==> src/rtl/temporal_buffer_reader.sv <==
// Read-side drain sequencer for the WalkSAT temporal buffer: walks slots 0..NSAT-1,
// unpacks each entry and streams its literals one per handshake to the break-value unit.
module temporal_buffer_reader #(
    parameter  int NSAT       = 3,
    parameter  int LAW        = 12,
    parameter  int SIZE       = 2,
    parameter  int SKIP_ZERO  = 1,
    localparam int DATA_WIDTH = SIZE * LAW,
    localparam int NSAT_BITS  = $clog2(NSAT),
    localparam int POS_BITS   = (SIZE > 1) ? $clog2(SIZE) : 1
) (
    input  logic                  clk_i,
    input  logic                  rst_ni,
    input  logic                  start_i,
    output logic [NSAT_BITS-1:0]  rd_index_o,
    input  logic [DATA_WIDTH-1:0] literals_i,
    output logic                  lit_valid_o,
    input  logic                  lit_ready_i,
    output logic [LAW-1:0]        lit_o,
    output logic [NSAT_BITS-1:0]  lit_slot_o,
    output logic [POS_BITS-1:0]   lit_pos_o,
    output logic                  lit_last_o,
    output logic                  busy_o,
    output logic                  done_o
);

    typedef enum logic [1:0] {
        IDLE  = 2'd0,
        FETCH = 2'd1,
        EMIT  = 2'd2,
        DONE  = 2'd3
    } state_e;

    localparam logic [NSAT_BITS-1:0] LAST_SLOT = NSAT_BITS'(NSAT - 1);
    localparam logic [POS_BITS-1:0]  LAST_POS  = POS_BITS'(SIZE - 1);

    state_e                 state_q, state_d;
    logic [NSAT_BITS-1:0]   slot_q, slot_d;
    logic [POS_BITS-1:0]    pos_q, pos_d;
    logic [DATA_WIDTH-1:0]  shift_q, shift_d;
    logic                   busy_q, busy_d;
    logic                   done_q, done_d;

    logic [LAW-1:0]         cur_lit;
    logic                   skip_cur;
    logic                   emit_vld;
    logic                   advance;

    assign cur_lit  = shift_q[LAW-1:0];
    assign skip_cur = (SKIP_ZERO != 0) && (cur_lit == '0);
    assign emit_vld = (state_q == EMIT) && !skip_cur;
    // Null literals step through on their own; real ones wait for the consumer.
    assign advance  = (state_q == EMIT) && (skip_cur || lit_ready_i);

    always_comb begin
        state_d = state_q;
        slot_d  = slot_q;
        pos_d   = pos_q;
        shift_d = shift_q;
        unique case (state_q)
            IDLE: begin
                if (start_i) begin
                    state_d = FETCH;
                    slot_d  = '0;
                    pos_d   = '0;
                end
            end
            FETCH: begin
                // The last slot is the bypass slot, so data is only valid in this cycle.
                shift_d = literals_i;
                pos_d   = '0;
                state_d = EMIT;
            end
            EMIT: begin
                if (advance) begin
                    shift_d = shift_q >> LAW;
                    if (pos_q == LAST_POS) begin
                        if (slot_q == LAST_SLOT) begin
                            state_d = DONE;
                        end else begin
                            slot_d  = NSAT_BITS'(slot_q + 1'b1);
                            state_d = FETCH;
                        end
                    end else begin
                        pos_d = POS_BITS'(pos_q + 1'b1);
                    end
                end
            end
            DONE: begin
                state_d = IDLE;
            end
            default: begin
                state_d = IDLE;
            end
        endcase
        busy_d = (state_d != IDLE);
        done_d = (state_d == DONE);
    end

    always_ff @(posedge clk_i or negedge rst_ni) begin
        if (!rst_ni) begin
            state_q <= IDLE;
            slot_q  <= '0;
            pos_q   <= '0;
            shift_q <= '0;
            busy_q  <= 1'b0;
            done_q  <= 1'b0;
        end else begin
            state_q <= state_d;
            slot_q  <= slot_d;
            pos_q   <= pos_d;
            shift_q <= shift_d;
            busy_q  <= busy_d;
            done_q  <= done_d;
        end
    end

    assign rd_index_o  = slot_q;
    assign lit_o       = cur_lit;
    assign lit_slot_o  = slot_q;
    assign lit_pos_o   = pos_q;
    assign lit_valid_o = emit_vld;
    assign lit_last_o  = emit_vld && (slot_q == LAST_SLOT) && (pos_q == LAST_POS);
    assign busy_o      = busy_q;
    assign done_o      = done_q;

endmodule

==> config.mk <==
export PLATFORM = sky130hd
export DESIGN_NAME = temporal_buffer_reader
export DESIGN_NICKNAME = d
export VERILOG_FILES = /design/src/rtl/temporal_buffer_reader.sv
export SDC_FILE = /design/constraint.sdc
export NUM_CORES = 1
export LEC_CHECK = 0
export BUFFER_PORTS_ARGS = -buffer_cell sky130_fd_sc_hd__buf_2
export CAP_MARGIN = 10
export CORE_MARGIN = 2
export CORE_UTILIZATION = 45
export DETAILED_ROUTE_END_ITERATION = 10
export PLACE_DENSITY = 0.76
export SLEW_MARGIN = 20
export SYNTH_ARGS = -nofsm -noshare
export SYNTH_HDL_FRONTEND = slang
export SYNTH_SLANG_ARGS = --single-unit
==> constraint.sdc <==
create_clock -name clk_i -period 2.25 [get_ports clk_i]
set_input_delay 0.225 -clock clk_i [delete_from_list [all_inputs] [get_ports clk_i]]
set_output_delay 0.225 -clock clk_i [all_outputs]
set_load 0.01 [all_outputs]
==> metrics.yaml <==
dr.pass1.iters: 6
cp.arrival_ns: 1.73
finalNetCount: 248
postCtsSetupRepairBufs: 0
placed_cells: 260
wl_mm: 3.60
syn_nets: 208
synth_cells: 179
stdcell_area_mm2: 0.00196
p_per_area_mw_per_mm2: 1390
cp-end-kind: "primary output"
ff2ff_setup_slack_ns: 0.30
grt_pass1_vias: 1308
area_growth_pct: 17.7
crit_type: "flop to primary output"
worstSkewPairLatency_ns: 0.28
synthArstFlopShare: 1.00
crit_start: "shift_q[9]"
rows: 22
ios: 49
drt_iter0_drc: 74
place_area_mm2: 0.00187
cts_tree: "done"
die_area_mm2: 0.00420
drive_above_1_share: 0.301
crit_fanout: 4
cts_root_buffer: "clkbuf_8"
grt_max_degree: 32
p_comb_frac: 0.456
p_seq_frac: 0.385
worst_slew_pin_slew_ns: 0.695
status: "complete, but fails checks"
period_share: 0.870
netlist_area_mm2: 0.00166
synth_edf_count: 0
power.leakage_nw: 0.943
cp.required_ns: 2.03
power_frac_clock: 0.159
cts_buffers: 5
cts.repair.resized: 0
hold_viol: 31
die-height_um: 64.8
yosysUniqueCellTypes: 29
fillers: 348
syn_avg_cell_area_um2: 9.29
cts.sinks: 31
synth_seq_cells: 31
p_int_mw: 1.63
slew_headroom: 0.537
via_per_inst: 5.18
synth_ff_type: "dfrtp_1"
wl_per_cell_um: 13.5
port-buffer-count: 48
finalCriticalPeriod_ns: 1.96
fmax_mhz: 511
fin_skew_ns: 0.00461
violations: "negative hold slack"
reg2reg_from: "shift_q[2]"
place.gp.congestion: 0.810
hold_buffers: 0
yosysSeqAreaShare: 0.467
p_switching_mw: 1.10
grt_first_pass_wirelength_mm: 6.27
setup_violations: 0
htree_levels: 2
crit_path_start_kind: "flop"
swShare: 0.403
whs_ns: -0.0121
initial_core_util: 0.461
antenna_found_initial: 0
hold_class: "primary input to async pin"
fin_cells: 267
drv_slew: 0
gr-usage-all-layers: 0.194
clk_pin_slew_ns: 0.06
total_power_mw: 2.72
grt_overflow: 0
fin_setup_tns_ns: 0
num_vias: 1382
core-area_mm2: 0.00361
clock_path_buffers: 2
dp_hpwl_mm: 2.63
antenna_left: 0
drcViolationCount: 0
rsz0062_at_grt: "false"
drv_cap: 0
dieWidth_um: 64.8
irDropWorstVdd_uv: 489
n_antenna_cell: 0
ys_warn_count: 0
## cell type report
cell class | instances | area [um^2] | share of cell area
Clock buffer | 6 | 82.6 | 0.0422
Sequential cell | 31 | 776 | 0.396
Multi-Input combinational cell | 120 | 703 | 0.359
Inverter | 2 | 7.51 | 0.00384
Clock inverter | 1 | 5.00 | 0.00256
Timing Repair Buffer | 59 | 323 | 0.165
Tap cell | 48 | 60.1 | 0.0307
## metal layers
layer  track usage  up-vias  wire length (um)
met5             0        -                 0
met4        0.0638        0                52
met3        0.0469        4               220
met2         0.295       43              1690
met1         0.272      638              1640
li1              -      697                 -
## cells in the final DEF, fill, tap and decap left out, drive strengths merged, types with 2 or more instances in the layout
master / count
nand2b: 2
clkbuf: 6
a211oi: 12
nand3: 2
inv: 2
mux2i: 8
a21oi: 27
nor2b: 15
dfrtp: 31
and3: 2
buf: 59
a31oi: 2
nand2: 28
a22oi: 4
nor2: 5
nor4: 3
## state kept, by name (all words and copies together), names as in the netlist
signal	cells
busy_o	1
lit_slot_o	2
shift_q	24
lit_pos_o	1
state_q	2
done_o	1
## synthesized netlist by cell type, drive strengths merged (2+ instances only)
cell type / number / share of area
a211oi: 12 / 0.054
a21oi: 27 / 0.081
a22oi: 4 / 0.018
a31oi: 2 / 0.0075
and3: 2 / 0.0075
buf: 18 / 0.088
clkbuf: 8 / 0.018
dfrtp: 31 / 0.47
inv: 2 / 0.0045
mux2i: 8 / 0.048
nand2: 28 / 0.063
nand2b: 2 / 0.0075
nand3: 2 / 0.0060
nor2: 5 / 0.011
nor2b: 15 / 0.056
nor4: 3 / 0.011
## worst paths after layout
kind,endpoint,cells past startpoint
max,lit_last_o,5
min,lit_pos_o,1
max reg2reg,shift_q[7],6
min reg2reg,shift_q[12],2
max in group asynchronous,state_q[0],1
min in group clk_i,shift_q[15],3
## power by group through the flow
stage	Clock, mW	Combinational, mW	Sequential [mW]
after global routing	0.472	1.41	1.09
after floorplan	0	1.05	0.992
after global placement	0	1.22	1.04
final	0.432	1.24	1.05
after CTS	0.441	1.26	1.04
after detailed placement	0	1.25	1.05
## stage by stage
| stage | util | worst slack, ns | hold slack, ns |
|---|---|---|---|
| after floorplan | - | 0.549 | -0.0706 |
| after global placement | 0.518 | 0.362 | 0.304 |
| after detailed placement | 0.518 | 0.326 | 0.306 |
| after CTS | 0.543 | 0.288 | 0.00616 |
| after global routing | 0.543 | 0.179 | 0.0443 |
| final | 0.543 | 0.291 | -0.0121 |
## worst max-delay path, cell delays in order (launching register included)
cell	delay (ns)
dfrtp_1	0.41
nor4_1	0.43
buf_4	0.20
a31oi_1	0.10
and3_1	0.19
buf_2	0.13
## logic make-up (layout without fill, tap and decap cells)
kind of cell    after synthesis  after routing  synth area share
simple gates                 60             60             0.176
fa+ha+maj                     1              1           0.00752
compound gates               51             51             0.191
buf+inv                      28             68             0.111
flops                        31             31             0.467
mux                           8              8            0.0482
Note: power is estimated with default switching activity, not from simulation.
